--- config.mk ---
export PLATFORM = sky130hd
export DESIGN_NAME = bit_unstuffer
export DESIGN_NICKNAME = d
export VERILOG_FILES = /design/src/rtl/bit_unstuffer.sv
export SDC_FILE = /design/constraint.sdc
export NUM_CORES = 1
export LEC_CHECK = 0
export BUFFER_PORTS_ARGS = -buffer_cell sky130_fd_sc_hd__buf_2
export CAP_MARGIN = 20
export CELL_PAD_IN_SITES_DETAIL_PLACEMENT = 0
export CELL_PAD_IN_SITES_GLOBAL_PLACEMENT = 1
export CORE_UTILIZATION = 40
export DETAILED_ROUTE_END_ITERATION = 6
export PLACE_DENSITY_LB_ADDON = 0.1
export REMOVE_ABC_BUFFERS = 1
export SYNTH_ARGS = -nofsm -noshare
export SYNTH_HDL_FRONTEND = slang
export SYNTH_SLANG_ARGS = --single-unit
--- constraint.sdc ---
create_clock -name clk -period 2.4 [get_ports clk]
set_input_delay 0.12 -clock clk [delete_from_list [all_inputs] [get_ports clk]]
set_output_delay 0.12 -clock clk [all_outputs]
set_load 0.02 [all_outputs]
--- src/rtl/bit_unstuffer.sv ---
// rtl/bit_unstuffer.sv - USB RX bit-stuffing detector/remover
// Counts RUN_VAL runs, drops the following stuff bit, flags violations, counts removed bits.
module bit_unstuffer #(
  parameter int   RUN_LEN     = 6,
  parameter logic RUN_VAL     = 1'b1,
  parameter bit   STOP_ON_ERR = 1'b1,
  parameter int   SCNT_W      = 8
) (
  input  logic                         clk,
  input  logic                         nrst,
  input  logic                         clear,
  input  logic                         bit_valid,
  input  logic                         bit_in,
  output logic                         data_out,
  output logic                         data_valid,
  output logic                         d_stuff,
  output logic                         stuff_err,
  output logic                         err_flag,
  output logic [$clog2(RUN_LEN+1)-1:0] run_count,
  output logic [SCNT_W-1:0]            stuff_count
);

  localparam int CNT_W = $clog2(RUN_LEN + 1);
  localparam logic [CNT_W-1:0] RUN_MAX = CNT_W'(RUN_LEN);

  typedef enum logic [1:0] {COUNT, EXPECT, ERROR} state_t;

  state_t             state, state_d;
  logic [CNT_W-1:0]   run_d;
  logic [SCNT_W-1:0]  scnt_d;
  logic               dout_d, dv_d, serr_d;

  always_ff @(posedge clk or negedge nrst) begin
    if (!nrst) begin
      state       <= COUNT;
      run_count   <= '0;
      stuff_count <= '0;
      data_out    <= 1'b0;
      data_valid  <= 1'b0;
      stuff_err   <= 1'b0;
    end else begin
      state       <= state_d;
      run_count   <= run_d;
      stuff_count <= scnt_d;
      data_out    <= dout_d;
      data_valid  <= dv_d;
      stuff_err   <= serr_d;
    end
  end

  always_comb begin
    state_d = state;
    run_d   = run_count;
    scnt_d  = stuff_count;
    dout_d  = data_out;
    dv_d    = 1'b0;
    serr_d  = 1'b0;
    if (clear) begin
      state_d = COUNT;
      run_d   = '0;
      scnt_d  = '0;
      dout_d  = 1'b0;
    end else if (bit_valid) begin
      case (state)
        COUNT: begin
          dout_d = bit_in;
          dv_d   = 1'b1;
          if (bit_in == RUN_VAL) begin
            run_d = run_count + CNT_W'(1);
            if (run_d == RUN_MAX) state_d = EXPECT;
          end else begin
            run_d = '0;
          end
        end
        EXPECT: begin
          if (bit_in != RUN_VAL) begin
            // Valid stuff bit: swallowed, only the counter records it
            run_d   = '0;
            state_d = COUNT;
            if (stuff_count != '1) scnt_d = stuff_count + SCNT_W'(1);
          end else begin
            serr_d = 1'b1;
            if (STOP_ON_ERR) begin
              state_d = ERROR;
            end else begin
              dout_d  = bit_in;
              dv_d    = 1'b1;
              run_d   = CNT_W'(1);
              state_d = COUNT;
            end
          end
        end
        default: ;
      endcase
    end
  end

  assign d_stuff  = (state == EXPECT);
  assign err_flag = (state == ERROR);

endmodule

==> impl_metrics.tcl, run 1 <==
set metrics [dict create \
    clock_tree.root_cell "clkbuf_4" \
    clk_pin_slew_ns 0.10 \
    synthAdderAreaFrac 0.0453 \
    ys_async_sr_fraction 1.00 \
    wl_per_cell_um 12.5 \
    slew_viol_final 0 \
    yosysTopAreaCell "dfrtp_1" \
    die_y_um 47.5 \
    port_buffers 20 \
    fmax_mhz 486 \
    worst_slew_pin_slew_ns 0.958 \
    post_cts_buffers 0 \
    ctsHtreeMaxLevel 1 \
    hold_buffers 1 \
    yosysWarnings 0 \
    dp_hpwl_um 1130 \
    finalSetupViolCount 0 \
    post-route-period-util 0.858 \
    initial_core_util 0.422 \
    syn_inst 86 \
    synthSimpleGateAreaFrac 0.243 \
    drt-pass1-iter-count 4 \
    grt_pass1_wl_um 2530 \
    viasPerCell 5.12 \
    std_cell_rows 16 \
    seq_area_frac_synth 0.483 \
    crit_fanout 15 \
    die_area_sq_um 2260 \
    setup_tns_ns 0 \
    synth_top_family_by_area "simple AND/OR/NAND/NOR gates" \
    arrival_ns 2.24 \
    final_cells 134 \
    cap_violations 0 \
    synth_xor_area_frac 0.0106 \
    num_antenna_cells 0 \
    path_class "reg2reg" \
    track_usage 0.165 \
    hold_path_class "in2reg" \
    min_period_ns 2.06 \
    start_kind "register" \
    crit_path_end_kind "register" \
    netlist.area_leader.share 0.483 \
    cts_buffers 3 \
    gp_congestion 0.727 \
    rsz0062_at_grt "false" \
    p_leak_nw 0.470 \
    final_util 0.505 \
    grt_overflow_total 0 \
    core-area_sq_um 1960 \
    drc 0 \
    yosys_register_bits 16 \
    timing.slew.headroom 0.362 \
    area_growth_pct 19.6 \
    wirelength_um 1670 \
    synth-compound-area-share 0.157 \
    nets 116 \
    whs_ns 0.145 \
    ant_nets 0 \
    drive_gt1_frac 0.243 \
    syn_area_per_cell_sq_um 9.63 \
    clock_latency_ns 0.29 \
    synth.top_cells.by_area "dfrtp_1, ha_1, a21oi_1" \
    synth.distinct_cells 33 \
    cts_tree "yes" \
    required_ns 2.58 \
    grt_max_degree 21 \
    place_inst 129 \
    io_pins 21 \
    cts_sinks 16 \
    grt_pass1_vias 551 \
    antenna_found_initial 0 \
    drtIter0Drc 14 \
    cts.repair.resized 0 \
    synth_mux_area_frac 0.0257 \
    ys.flop_type "dfrtp_1" \
    powerDensity_nw_per_um2 581 \
    cts_buffer_depth 2 \
    vdd_drop_max_uv 294 \
    die-width_um 47.5 \
    synth_most_common_cell "dfrtp_1" \
    skew_ns 0.00473 \
    synthTopCellsByCount "dfrtp_1, nor2_1, a21oi_1, nand2_1, o21ai_0" \
    synth_area_sq_um 828 \
    vias 686 \
    synth_enable_flop_cells 0 \
    hold_viol_final 0 \
    outcome "completed" \
]
-- power breakdown --
part           total [mW]  internal (mW)  leakage (nW)  switching (mW)
clock               0.180         0.0924        0.0210          0.0877
sequential          0.305          0.285         0.218          0.0193
combinational      0.0907         0.0349         0.230          0.0558
-- flip-flops by register name, indices dropped and copies added (netlist names) --
register and flops:
data_out 1, state 2, stuff_count 8, run_count 3
stuff_err 1, data_valid 1
-- layer usage --
| metal | wire length, um | GRT usage |
|---|---|---|
| met5 | 0 | 0 |
| met2 | 693 | 0.216 |
| met3 | 90 | 0.0566 |
| met1 | 861 | 0.245 |
| met4 | 25 | 0.0686 |
-- cells in the final DEF (no fill, tap or decap), types with 2 or more instances in the layout --
cell | synthesis | routed
buf_2 | 2 | 20
or3_1 | 2 | 2
dfrtp_1 | 16 | 16
nand2b_1 | 2 | 2
nand3_1 | 3 | 3
or4_1 | 2 | 2
o31ai_1 | 2 | 2
inv_1 | 3 | 3
clkbuf_4 | 0 | 3
ha_1 | 3 | 3
nor2_1 | 8 | 8
nand2_1 | 6 | 6
o21ai_0 | 6 | 6
nor4_1 | 2 | 2
a221o_1 | 2 | 2
nor2b_1 | 3 | 3
a21oi_1 | 6 | 6
a22oi_1 | 2 | 2
-- logic make-up after synthesis --
kind of cell,count (synthesis)
simple gates,36
compound gates,21
flops,16
buf+inv,7
fa+ha+maj,3
mux,2
xor+xnor,1
-- worst paths after layout --
path,startpoint,to,slack [ns],cells after the start
min reg2reg,data_out$_DFFE_PN0P_,data_out$_DFFE_PN0P_,0.53,2
min in group asynchronous,nrst,run_count[2]$_DFFE_PN0P_,0.25,2
max in group asynchronous,nrst,data_valid$_DFF_PN0_,1.88,2
max,stuff_count[0]$_DFFE_PN0P_,stuff_count[0]$_DFFE_PN0P_,0.34,4
min,bit_valid,state[1]$_DFFE_PN0P_,0.14,3
max reg2reg,stuff_count[0]$_DFFE_PN0P_,stuff_count[0]$_DFFE_PN0P_,0.34,4
-- stage by stage --
| stage | total power, mW | worst slack [ns] | instance area (sq um) |
|---|---|---|---|
| after floorplan | 0.361 | 0.513 | 811 |
| after global placement | 0.400 | 0.363 | 945 |
| after detailed placement | 0.401 | 0.332 | 945 |
| after CTS | 0.585 | 0.317 | 991 |
| after global routing | 0.608 | 0.155 | 991 |
| final | 0.575 | 0.341 | 991 |
-- final cells by class --
type	instances	area [sq um]
clock buffer	4	36.3
fill	205	971
inverter	3	11.3
multi-input combinational	63	399
sequential	16	400
tap	27	33.8
timing repair buffer	21	110
-- critical path: stages (launching register included) --
cell and delay, ns:
dfrtp_1 0.42, ha_1 0.26, nand4b_1 0.12, o22ai_1 0.74, mux2_2 0.41
Note: power is estimated with default switching activity, not from simulation.
==> inputs of run 2 (changes only) <==
==> constraint.sdc (replaced) <==
create_clock -name clk -period 2.4 [get_ports clk]
set_input_delay 0.48 -clock clk [delete_from_list [all_inputs] [get_ports clk]]
set_output_delay 0.48 -clock clk [all_outputs]
set_load 0.02 [all_outputs]
==> run 2 against run 1 <==
Compared with the run above: setup slack better by 0.0014 ns; sequential share of layout area is 0.67 points higher; flip-flop and latch count stayed put; register-to-register slack hardly changed; non-clock buffer count stayed put; worst hold slack worse by 0.054 ns; die area stayed put; largest power group unchanged.
==> impl_metrics.tcl, run 2 (synthesis results as in run 1) <==
set metrics [dict create \
    hold_buffers 0 \
    hold_viol_final 0 \
    required_ns 2.57 \
    wirelength_um 1710 \
    vias 712 \
    vdd_drop_max_uv 344 \
    viasPerCell 5.35 \
    port_buffers 20 \
    setup_tns_ns 0 \
    num_antenna_cells 0 \
    regMostFlops "stuff_count" \
    finalSetupViolCount 0 \
    die-width_um 47.5 \
    core-area_sq_um 1960 \
    drtIter0Drc 8 \
    post-route-period-util 0.857 \
    cts_buffer_depth 2 \
    antenna_found_initial 0 \
    crit_path_end_kind "register" \
    clk_pin_slew_ns 0.10 \
    seqCellArea_sq_um 400 \
    drt-pass1-iter-count 4 \
    hold_path_class "in2async" \
    whs_ns 0.0910 \
    grt_max_degree 17 \
    mostFrequentLayoutCell "buf_2" \
    rrSetupSlack_ns 0.34 \
    cap_violations 0 \
    track_usage 0.161 \
    arrival_ns 2.23 \
    totalPowerFinal_mw 0.537 \
    min_period_ns 2.06 \
    grt_overflow_total 0 \
    multiInputGateArea_sq_um 399 \
    reg.largest.list "stuff_count (8), run_count (3), state (2)" \
    worst_slew_pin_slew_ns 0.996 \
    fmax_mhz 486 \
    initial_core_util 0.422 \
    skew_ns 0.00797 \
    cp-startpoint "stuff_count[0]$_DFFE_PN0P_" \
    outcome "completed" \
    start_kind "register" \
    grt_pass1_vias 519 \
    ctsHtreeMaxLevel 1 \
    path_class "reg2reg" \
    slew_viol_final 0 \
    grt_pass1_wl_um 2410 \
    std_cell_rows 16 \
    rsz0062_at_grt "false" \
    drive_gt1_frac 0.245 \
    timing.rr.end "stuff_count[0]$_DFFE_PN0P_" \
    cts.repair.resized 0 \
    cts_buffers 3 \
    drc 0 \
    io_pins 21 \
    fill_cells 208 \
    clock_latency_ns 0.28 \
    cts_sinks 16 \
    timing.slew.headroom 0.336 \
    dp_hpwl_um 1160 \
    wl_per_cell_um 12.9 \
    final_cell_mix "buf_2, dfrtp_1, nor2_1" \
    post_cts_buffers 0 \
    r2r_start "stuff_count[0]$_DFFE_PN0P_" \
    worstRegToRegCells 4 \
    largest_reg_flops 8 \
    ant_nets 0 \
    die_y_um 47.5 \
    die_area_sq_um 2260 \
    nets 116 \
    p_leak_nw 0.463 \
    crit_fanout 15 \
    gp_congestion 0.756 \
    area_growth_pct 17.7 \
    clock_tree.root_cell "clkbuf_4" \
    powerDensity_nw_per_um2 550 \
    cts_tree "yes" \
]
## run 2: worst max path at each step
stage	end
4_1_cts	stuff_count[0]$_DFFE_PN0P_
3_5_place_dp	stuff_count[0]$_DFFE_PN0P_
3_3_place_gp	stuff_count[0]$_DFFE_PN0P_
5_1_grt	stuff_count[6]$_DFFE_PN0P_
2_1_floorplan	stuff_count[0]$_DFFE_PN0P_
6_report	stuff_count[0]$_DFFE_PN0P_
## run 2: area by class of cell
type,count,share of cell area
flip-flops and latches,16,0.411
multi-input cells,63,0.409
repair buffers,21,0.110
well taps,27,0.0347
clock buffers,3,0.0231
inverters,3,0.0116
## run 2: power by group
part / internal (mW) / total [mW] / switching (mW)
clock network: 0.0582 / 0.140 / 0.0818
logic: 0.0350 / 0.0918 / 0.0568
registers: 0.285 / 0.305 / 0.0196
total: 0.378 / 0.537 / 0.158
## run 2: layer usage
metal  up-vias  wire, um  share of wire  track usage
met5         -         0              0            0
met4         0        13         0.0076       0.0914
met3         2        64          0.037       0.0453
met2        18       669           0.39        0.197
met1       336       962           0.56        0.244
li1        356         -              -            -
## run 2: critical path, cell delays in order (launching register included)
cell and delay, ns:
dfrtp_1 0.42, ha_1 0.24, nand4b_1 0.11, o22ai_1 0.77
mux2_2 0.41
## run 2: metrics by stage
step / cell area, sq um / setup WS (ns) / std cells / util
floorplan: 811 / 0.513 / 82 / -
global placement: 952 / 0.323 / 130 / 0.485
detailed placement: 952 / 0.295 / 130 / 0.485
CTS: 975 / 0.410 / 133 / 0.497
global route: 975 / 0.293 / 133 / 0.497
finish: 975 / 0.342 / 133 / 0.497
